## src/rtl/me_pkg.sv

```systemverilog
// rtl/me_pkg.sv - shared state encoding and derived constants for the ME scan address generator
package me_pkg;

    typedef enum logic [1:0] {
        ST_IDLE = 2'd0,
        ST_SCAN = 2'd1,
        ST_DONE = 2'd2
    } me_state_e;

    localparam int TB_W_DEF = 16;
    localparam int TB_H_DEF = 16;
    localparam int SW_W_DEF = 48;
    localparam int SW_H_DEF = 48;

    localparam int N_CX   = SW_W_DEF - TB_W_DEF + 1;
    localparam int N_CY   = SW_H_DEF - TB_H_DEF + 1;
    localparam int TB_PIX = TB_W_DEF * TB_H_DEF;

    function automatic int n_cand(input int sw, input int tb);
        return sw - tb + 1;
    endfunction

    // Bits needed to hold 0..n-1, never narrower than one bit.
    function automatic int cnt_width(input int n);
        return (n <= 1) ? 1 : $clog2(n);
    endfunction

endpackage

```

## src/rtl/me_wrap_cnt.sv

```systemverilog
// rtl/me_wrap_cnt.sv - clear/enable counter that wraps at MAX and flags terminal count
module me_wrap_cnt #(
    parameter int W   = 4,
    parameter int MAX = 15
) (
    input  logic         clk,
    input  logic         rst_n,
    input  logic         clr,
    input  logic         en,
    output logic [W-1:0] cnt,
    output logic         tc
);

    assign tc = (cnt == W'(MAX));

    always_ff @(posedge clk or negedge rst_n) begin
        if (!rst_n) begin
            cnt <= '0;
        end else if (clr) begin
            cnt <= '0;
        end else if (en) begin
            cnt <= tc ? '0 : cnt + 1'b1;
        end
    end

endmodule

```

## src/rtl/me_scan_addr_gen.sv

```systemverilog
// rtl/me_scan_addr_gen.sv - raster full-search candidate walker emitting TB and SW pixel addresses
module me_scan_addr_gen
    import me_pkg::*;
#(
    parameter int TB_W    = 16,
    parameter int TB_H    = 16,
    parameter int SW_W    = 48,
    parameter int SW_H    = 48,
    parameter int ADDR_SW = 12,
    parameter int ADDR_TB = 8,
    parameter int CW      = 6
) (
    input  logic               clk,
    input  logic               rst_n,
    input  logic               start,
    input  logic               clr,
    input  logic               en,
    output logic [ADDR_SW-1:0] addr_sw,
    output logic [ADDR_TB-1:0] addr_tb,
    output logic               valid,
    output logic               first_pix,
    output logic               last_pix,
    output logic [CW-1:0]      cand_x,
    output logic [CW-1:0]      cand_y,
    output logic               busy,
    output logic               done
);

    localparam int CX_CNT = n_cand(SW_W, TB_W);
    localparam int CY_CNT = n_cand(SW_H, TB_H);
    localparam int PXW    = cnt_width(TB_W);
    localparam int PYW    = cnt_width(TB_H);
    localparam logic [ADDR_SW-1:0] SW_STRIDE = ADDR_SW'(SW_W);

    me_state_e state;

    logic           beat, final_beat, cnt_clr;
    logic [PXW-1:0] px, px_nxt;
    logic [PYW-1:0] py, py_nxt;
    logic           px_tc, py_tc, cx_tc, cy_tc;
    logic           first_nxt, last_nxt;

    // line_base = cy*SW_W, cand_base = line_base+cx, row_base = cand_base+py*SW_W
    logic [ADDR_SW-1:0] line_base, cand_base, row_base;

    assign beat       = (state == ST_SCAN) && valid && en;
    assign final_beat = beat && px_tc && py_tc && cx_tc && cy_tc;
    assign cnt_clr    = clr || (state != ST_SCAN);

    me_wrap_cnt #(.W(PXW), .MAX(TB_W - 1)) u_px (
        .clk(clk), .rst_n(rst_n), .clr(cnt_clr), .en(beat),
        .cnt(px), .tc(px_tc)
    );

    me_wrap_cnt #(.W(PYW), .MAX(TB_H - 1)) u_py (
        .clk(clk), .rst_n(rst_n), .clr(cnt_clr), .en(beat && px_tc),
        .cnt(py), .tc(py_tc)
    );

    me_wrap_cnt #(.W(CW), .MAX(CX_CNT - 1)) u_cx (
        .clk(clk), .rst_n(rst_n), .clr(cnt_clr), .en(beat && px_tc && py_tc),
        .cnt(cand_x), .tc(cx_tc)
    );

    me_wrap_cnt #(.W(CW), .MAX(CY_CNT - 1)) u_cy (
        .clk(clk), .rst_n(rst_n), .clr(cnt_clr), .en(beat && px_tc && py_tc && cx_tc),
        .cnt(cand_y), .tc(cy_tc)
    );

    always_comb begin
        px_nxt    = px_tc ? '0 : px + 1'b1;
        py_nxt    = px_tc ? (py_tc ? '0 : py + 1'b1) : py;
        first_nxt = px_tc && py_tc;
        last_nxt  = (px_nxt == PXW'(TB_W - 1)) && (py_nxt == PYW'(TB_H - 1));
    end

    always_ff @(posedge clk or negedge rst_n) begin
        if (!rst_n) begin
            state     <= ST_IDLE;
            valid     <= 1'b0;
            busy      <= 1'b0;
            done      <= 1'b0;
            first_pix <= 1'b0;
            last_pix  <= 1'b0;
            addr_sw   <= '0;
            addr_tb   <= '0;
            line_base <= '0;
            cand_base <= '0;
            row_base  <= '0;
        end else if (clr) begin
            state     <= ST_IDLE;
            valid     <= 1'b0;
            busy      <= 1'b0;
            done      <= 1'b0;
            first_pix <= 1'b0;
            last_pix  <= 1'b0;
            addr_sw   <= '0;
            addr_tb   <= '0;
            line_base <= '0;
            cand_base <= '0;
            row_base  <= '0;
        end else begin
            done <= 1'b0;
            case (state)
                ST_IDLE: begin
                    if (start) begin
                        state     <= ST_SCAN;
                        valid     <= 1'b1;
                        busy      <= 1'b1;
                        first_pix <= 1'b1;
                        last_pix  <= (TB_W == 1) && (TB_H == 1);
                        addr_sw   <= '0;
                        addr_tb   <= '0;
                        line_base <= '0;
                        cand_base <= '0;
                        row_base  <= '0;
                    end
                end
                ST_SCAN: begin
                    if (final_beat) begin
                        // Addresses deliberately hold their last values here.
                        state     <= ST_DONE;
                        valid     <= 1'b0;
                        busy      <= 1'b0;
                        done      <= 1'b1;
                        first_pix <= 1'b0;
                        last_pix  <= 1'b0;
                    end else if (beat) begin
                        first_pix <= first_nxt;
                        last_pix  <= last_nxt;
                        if (!px_tc) begin
                            addr_sw <= addr_sw + 1'b1;
                            addr_tb <= addr_tb + 1'b1;
                        end else if (!py_tc) begin
                            row_base <= row_base + SW_STRIDE;
                            addr_sw  <= row_base + SW_STRIDE;
                            addr_tb  <= addr_tb + 1'b1;
                        end else if (!cx_tc) begin
                            cand_base <= cand_base + 1'b1;
                            row_base  <= cand_base + 1'b1;
                            addr_sw   <= cand_base + 1'b1;
                            addr_tb   <= '0;
                        end else begin
                            line_base <= line_base + SW_STRIDE;
                            cand_base <= line_base + SW_STRIDE;
                            row_base  <= line_base + SW_STRIDE;
                            addr_sw   <= line_base + SW_STRIDE;
                            addr_tb   <= '0;
                        end
                    end
                end
                ST_DONE: state <= ST_IDLE;
                default: state <= ST_IDLE;
            endcase
        end
    end

endmodule

```

## config.mk

```make
export PLATFORM = sky130hd
export DESIGN_NAME = me_scan_addr_gen
export DESIGN_NICKNAME = d
export VERILOG_FILES = /design/src/rtl/me_pkg.sv /design/src/rtl/me_wrap_cnt.sv /design/src/rtl/me_scan_addr_gen.sv
export SDC_FILE = /design/constraint.sdc
export NUM_CORES = 1
export LEC_CHECK = 0
export ABC_AREA = 1
export BUFFER_PORTS_ARGS = -buffer_cell sky130_fd_sc_hd__buf_2
export CORE_UTILIZATION = 25
export DETAILED_ROUTE_END_ITERATION = 7
export MAX_ROUTING_LAYER = met4
export PLACE_DENSITY = 0.37
export SYNTH_ARGS = -nofsm -noshare
export SYNTH_HDL_FRONTEND = slang
export SYNTH_SLANG_ARGS = --single-unit
```

## constraint.sdc

```tcl
create_clock -name clk -period 3.4 [get_ports clk]
set_input_delay 0.17 -clock clk [delete_from_list [all_inputs] [get_ports clk]]
set_output_delay 0.17 -clock clk [all_outputs]
set_load 0.02 [all_outputs]
```

==> results of run 1 <==
-- synthesized netlist by cell type (4+ instances only) --
cell type / count / area share
nand2_2: 4 / 0.0051
nand3_1: 79 / 0.081
or2_2: 6 / 0.0077
nand2_1: 217 / 0.17
a21oi_1: 19 / 0.020
o21ai_2: 5 / 0.0090
o21ai_0: 43 / 0.044
nor2_1: 49 / 0.038
xor2_1: 12 / 0.022
nand4_1: 12 / 0.015
dfrtp_1: 78 / 0.40
nor3_1: 5 / 0.0051
buf_2: 4 / 0.0041
inv_1: 78 / 0.060
o21ai_1: 4 / 0.0041
ha_1: 12 / 0.031
buf_4: 4 / 0.0062
-- how the worst min path moves through the flow --
stage	startpoint	to	cells past startpoint
finish	rst_n	u_cx.cnt[0]$_DFFE_PN0P_	1
global route	rst_n	u_cx.cnt[0]$_DFFE_PN0P_	1
CTS	rst_n	cand_base[11]$_DFFE_PN0P_	1
detailed placement	rst_n	line_base[10]$_DFFE_PN0P_	1
global placement	rst_n	line_base[9]$_DFFE_PN0P_	1
floorplan	rst_n	addr_sw[0]$_DFFE_PN0P_	0
-- cells by family (layout without fill, tap and decap cells) --
kind of cell / Yosys count / in the layout
AO/OA/AOI/OAI: 83 / 83
XOR/XNOR: 15 / 15
adder cells (fa/ha/maj): 12 / 12
buffers and inverters: 96 / 143
flip-flops: 78 / 78
AND/OR/NAND/NOR: 391 / 391
-- state kept, by name, summed over array words and instances (netlist names) --
register and flops:
state 2, u_cy.cnt 6, last_pix 1, addr_sw 12, done 1, addr_tb 8, u_px.cnt 4, cand_base 12
busy 1, u_py.cnt 4, u_cx.cnt 6, line_base 8, row_base 12, first_pix 1
-- worst max-delay path: stages (launching register included) --
cell and delay [ns]:
dfrtp_1 0.37, nand2_1 0.14, nor2_2 0.11, buf_4 0.23, nand2_1 0.16, nand2_1 0.11, nor2_4 0.28, nand2_2 0.10
nor2_2 0.59, nand3_1 0.19, nand2_1 0.10
-- metrics by stage --
step | util | instance area [µm²] | std cells
final | 0.299 | 5660 | 982
after global routing | 0.299 | 5660 | 982
after CTS | 0.299 | 5660 | 982
after detailed placement | 0.283 | 5340 | 966
after global placement | 0.283 | 5340 | 966
after floorplan | - | 4870 | 675
-- cell type report --
class	count	area, µm²	share of cell area
inverter	82	308	0.0544
multi-input combinational	501	2520	0.445
timing repair buffer	45	238	0.0420
sequential	78	1950	0.345
tap	260	325	0.0575
clock inverter	4	70.1	0.0124
clock buffer	12	246	0.0436
-- metal layers --
metal | routed length, µm | share of wire | global-route usage | vias to the layer above
li1 | - | - | - | 2274
met1 | 7250 | 0.51 | 0.216 | 2048
met2 | 6550 | 0.46 | 0.247 | 38
met3 | 220 | 0.015 | 0.0175 | 12
met4 | 187 | 0.013 | 0.0600 | 0
met5 | 0 | 0 | - | -
-- cell usage in the layout (no fill, tap or decap), drive strengths merged, types with 2 or more instances in the layout --
master and instances:
o211ai 2, a21oi 19, clkbuf 12, o21ai 52, bufinv 2, a211oi 2
nor2 54, nor3 5, inv 81, nand3 84, ha 12, dfrtp 78
buf 45, xor2 12, xnor2 3, o22ai 2, nand3b 3, nand4 14
nand2 222, clkinv 3, or2 7
-- power by group through the flow --
stage          registers, mW  clock network (mW)  logic [mW]
6_report                1.05                1.05       0.858
4_1_cts                 1.05                1.10       0.883
5_1_grt                 1.06                1.13       0.984
3_5_place_dp            1.06                   0       0.880
2_1_floorplan           1.09                   0       0.610
3_3_place_gp            1.06                   0       0.884
==> impl_metrics.json, run 1 <==
{
  "grtUsageTotal": 0.160,
  "rsz0062_at_grt": "no",
  "reg2reg_depth": 10,
  "nFillCells": 2152,
  "die_area_mm2": 0.0200,
  "ys_seq_area_frac": 0.401,
  "gp_congestion": 0.833,
  "cts-root-buf": "clkbuf_16",
  "crit_fanout": 23,
  "hold_class": "in -> async",
  "yosysUniqueCellTypes": 43,
  "ys_async_sr_fraction": 1.00,
  "firstDrtPassIters": 4,
  "switching_share": 0.376,
  "critPathLaunch": "state[0]$_DFFE_PN0P_",
  "syn_inst": 675,
  "synth_edf_count": 0,
  "drtIter0Drc": 261,
  "cts-resized-gates": 0,
  "p_sw_mw": 1.11,
  "die_h_um": 142,
  "post_drt_wl_per_cell_um": 14.5,
  "crit_end": "addr_sw[9]$_DFFE_PN0P_",
  "synth_xor_area_frac": 0.0270,
  "syn_nets": 692,
  "clkSinkCount": 78,
  "arrival_ns": 2.74,
  "fmax_ghz": 0.406,
  "cellPowerDensity_mw_per_mm2": 523,
  "rr_startpoint": "state[0]$_DFFE_PN0P_",
  "num_vias": 4372,
  "synth_area_mm2": 0.00487,
  "synthAdderAreaFrac": 0.0308,
  "final.setup_skew_ns": 0.00826,
  "antennaDiodeCount": 0,
  "max_slew_margin": 0.357,
  "violations": "hold timing",
  "final-max-slew-violation-count": 0,
  "worst_slew_pin_slew_ns": 0.964,
  "synth-seq-cells": 78,
  "final_nets": 734,
  "first_global_vias": 4400,
  "layout_min_cycle_time_ns": 2.46,
  "row_count": 50,
  "core_mm2": 0.0189,
  "cts_buffer_depth": 2,
  "synthSimpleGateAreaFrac": 0.363,
  "initial_core_util": 0.258,
  "clkTransAtPathRegs_ns": 0.06,
  "fin_crit_sh": 0.724,
  "fin_tns_setup_ns": 0,
  "status": "finished, violations left",
  "grt_pass1_wl_mm": 23.9,
  "comb_power_share": 0.290,
  "grt_start_max_net_pins": 69,
  "p_seq_frac": 0.354,
  "cts_tree": "done",
  "die_w_um": 142,
  "drv_cap": 0,
  "cts_buffers": 9,
  "r2r_end": "addr_sw[9]$_DFFE_PN0P_",
  "synth_area_per_cell_um2": 7.22,
  "gr-total-overflow": 0,
  "synth_warnings": 0,
  "drive_gt1_frac": 0.127,
  "synth_top_family_by_area": "simple AND/OR/NAND/NOR gates",
  "critPathRequiredTime_ns": 3.67,
  "setup_violations": 0,
  "cp-start-kind": "register",
  "ios": 42,
  "avgViaCountPerCell": 4.45,
  "synth_flop_cell": "dfrtp_1",
  "dp_hpwl_mm": 10.4,
  "holdWs_ns": -0.0268,
  "ctsHoldBuffers": 0,
  "finalHoldViolCount": 25,
  "p_int_mw": 1.85,
  "synthMuxAreaShare": 0,
  "cp-end-kind": "register",
  "io_buffer_count": 41,
  "clk_latency_ns": 0.34,
  "drc": 0,
  "fin_ws_ns": 0.938,
  "pwr-share-clk": 0.356,
  "drt-total-wl_mm": 14.2,
  "peakVddDrop_mv": 0.245,
  "finalPower_mw": 2.96,
  "synth-compound-area-share": 0.0953,
  "r2r_slack_ns": 0.94,
  "power_leakage_nw": 2.79,
  "h-tree-depth": 3,
  "syn_to_final_growth_pct": 16.2,
  "antenna_found_initial": 0,
  "crit_type": "reg -> reg",
  "pre_cts_ws_ns": 0.911,
  "ant_nets": 0,
  "postCtsSetupRepairBufs": 0
}
Power figures use the tool's default switching activity.
==> run 2: changes to the inputs <==
Settings changed: ABC_AREA 1 to 0, PLACE_DENSITY 0.37 to 0.39.
Clock period 3.4 ns to 2.05 ns, I/O delays scaled along.
==> run 2 against run 1 <==
Effect of this change:
- the flow finishes with violations (DRC, setup timing)
- clock skew up 0.0021 ns
- routed wire length grew 11%
- cell count is 7.9% lower
- flip-flop and latch count unchanged
- combinational power increased by 62%
- global-route usage grew 1.7 points
- utilization is 5.8 points higher
- synthesized cell count down 20%
- area after synthesis is 4.7% lower
- sequential power is 63% higher
- register-to-register slack got worse by 0.95 ns
==> impl_metrics.json, run 2 <==
{
  "final.setup_skew_ns": 0.0103,
  "pre_cts_ws_ns": -0.0549,
  "gr-total-overflow": 0,
  "nFillCells": 1859,
  "cp-end-kind": "register",
  "peakVddDrop_mv": 0.596,
  "first_global_vias": 4584,
  "synth-seq-cells": 78,
  "holdWs_ns": 0.0361,
  "fin_crit_sh": 1.01,
  "gp_congestion": 0.808,
  "synth_area_per_cell_um2": 8.60,
  "grt_pass1_wl_mm": 25.6,
  "synth_edf_count": 0,
  "antenna_found_initial": 0,
  "clkTransAtPathRegs_ns": 0.07,
  "drv_cap": 0,
  "finalHoldViolCount": 0,
  "drc": 4,
  "cts_buffer_depth": 2,
  "dp_hpwl_mm": 11.4,
  "firstDrtPassIters": 7,
  "layout_min_cycle_time_ns": 2.06,
  "critPathRequiredTime_ns": 2.34,
  "finalNonFillerCells": 904,
  "crit_type": "reg -> reg",
  "setup_violations": 2,
  "fin_tns_setup_ns": -0.0169,
  "synth_top_area_frac": 0.420,
  "io_buffer_count": 41,
  "post_drt_wl_per_cell_um": 17.5,
  "syn_nets": 557,
  "arrival_ns": 2.35,
  "antennaDiodeCount": 0,
  "ys_seq_area_frac": 0.420,
  "syn_inst": 540,
  "hold_class": "in -> reg",
  "cp-start-kind": "register",
  "fmax_ghz": 0.485,
  "yosysUniqueCellTypes": 58,
  "layout_commonest_cell": "buf_4",
  "grt_start_max_net_pins": 45,
  "crit_fanout": 12,
  "ant_nets": 0,
  "final-max-slew-violation-count": 0,
  "worst_slew_pin_slew_ns": 0.533,
  "syn_to_final_growth_pct": 39.1,
  "core_mm2": 0.0181,
  "synth.area.top_cells": "dfrtp_1, o21ai_0, nand2_1, nor2_1, a21oi_1",
  "cts-root-buf": "clkbuf_16",
  "final_cell_mix": "buf_4, dfrtp_1, nand2_1, nor2_1, buf_2",
  "die_h_um": 138,
  "cts_tree": "done",
  "synth_top_area_cell": "dfrtp_1",
  "synth_top_cells_by_count": "dfrtp_1, nand2_1, o21ai_0, nor2_1, a21oi_1",
  "drtIter0Drc": 228,
  "post-synth-top-count-cell": "dfrtp_1",
  "status": "finished, violations left",
  "die_area_mm2": 0.0191,
  "fin_ws_ns": -0.0110,
  "final_nets": 687,
  "synth_area_mm2": 0.00464,
  "clkSinkCount": 78,
  "power_leakage_nw": 2.78,
  "row_count": 49,
  "drt-total-wl_mm": 15.8,
  "regArea_mm2": 0.00196,
  "crit_chain": "buf_6 -> and4b_1 -> nor3_1 -> buf_4 -> a21o_4 -> buf_12 -> or4_4 -> a21oi_2",
  "grtUsageTotal": 0.177,
  "multi_input_area_mm2": 0.00273,
  "max_slew_margin": 0.644,
  "synth_flop_cell": "dfrtp_1",
  "cts_buffers": 9,
  "die_w_um": 138,
  "ys_async_sr_fraction": 1.00,
  "clk_latency_ns": 0.35,
  "drive_gt1_frac": 0.313,
  "dp_cells": 878,
  "initial_core_util": 0.257,
  "ios": 42,
  "finalPower_mw": 4.82,
  "cellPowerDensity_mw_per_mm2": 746,
  "rsz0062_at_grt": "yes",
  "synth_warnings": 0,
  "worst_path_max_delay_cell": "or4_4",
  "violations": "DRC, setup timing",
  "num_vias": 4621,
  "h-tree-depth": 3,
  "avgViaCountPerCell": 5.11,
  "cpPeakStageDelay_ns": 0.51,
  "top_regs": "addr_sw: 12 flops, cand_base: 12 flops, row_base: 12 flops"
}
-- run 2: cell count changes after synthesis, moves of 9 or more --
cell,before,now
nand3_1,79,27
o21ai_0,43,52
nor3_1,5,18
o31ai_1,0,17
or3_1,0,11
clkbuf_1,3,19
a21oi_1,19,31
nand2_1,217,64
inv_1,78,17
-- run 2: worst max-delay path: cells and delay by family, from the launching register on --
kind	cells	cell delay (ns)
buf+inv	3	0.44
simple gates	3	0.81
flops	1	0.41
compound gates	2	0.35
-- run 2: through the flow --
step / util / area [µm²]
floorplan: - / 4700
global placement: 0.322 / 5830
detailed placement: 0.322 / 5830
CTS: 0.343 / 6200
global route: 0.357 / 6460
finish: 0.357 / 6460
-- run 2: layer usage --
metal | track usage | share of wire | vias to the layer above
li1 | - | - | 2263
met5 | - | 0 | -
met4 | 0.0544 | 0.014 | 0
met3 | 0.0298 | 0.036 | 16
met2 | 0.277 | 0.47 | 90
met1 | 0.233 | 0.48 | 2252
-- run 2: worst paths after layout --
path / start / to / slack [ns] / cells past startpoint
worst max-delay path: state[0]$_DFFE_PN0P_ / addr_tb[6]$_DFFE_PN0P_ / -0.01 / 8
worst min-delay path: start / state[0]$_DFFE_PN0P_ / 0.04 / 2
worst max register to register: state[0]$_DFFE_PN0P_ / addr_tb[6]$_DFFE_PN0P_ / -0.01 / 8
worst min register to register: last_pix$_DFFE_PN0P_ / last_pix$_DFFE_PN0P_ / 0.49 / 2
max in group asynchronous: rst_n / addr_tb[2]$_DFFE_PN0P_ / 1.15 / 3
min in group asynchronous: rst_n / line_base[10]$_DFFE_PN0P_ / 0.26 / 2
-- run 2: timing repair --
action                                  4_1_cts  5_1_grt
endpoints found under the setup margin       15       58
pin swaps                                     3       13
setup buffers                                 1        6
hold endpoints to repair                     34        0
gates resized for setup                      10       49
hold buffers                                  1        0
gates cloned                                  0        3
-- run 2: where the power goes --
group          switching, mW  internal [mW]  total (mW)
registers              0.101           1.61        1.71
logic                  0.777          0.616        1.39
clock network          0.700           1.01        1.71
total                   1.58           3.24        4.82
-- run 2: logic make-up (layout without fill, tap and decap cells) --
| group | Yosys count | after routing | share of synthesized area |
|---|---|---|---|
| buffers and inverters | 43 | 178 | 0.0366 |
| XOR/XNOR | 22 | 22 | 0.0415 |
| AO/OA/AOI/OAI | 166 | 166 | 0.228 |
| multiplexers | 2 | 2 | 0.00485 |
| AND/OR/NAND/NOR | 217 | 217 | 0.236 |
| flip-flops | 78 | 78 | 0.420 |
| adder cells (fa/ha/maj) | 12 | 12 | 0.0323 |
-- run 2: cell type report --
class / instances / share of cell area
clock buffer: 11 / 0.0391
sequential: 78 / 0.303
timing repair buffer: 145 / 0.172
tap: 229 / 0.0444
multi-input combinational: 419 / 0.423
clock inverter: 5 / 0.00891
inverter: 17 / 0.00988
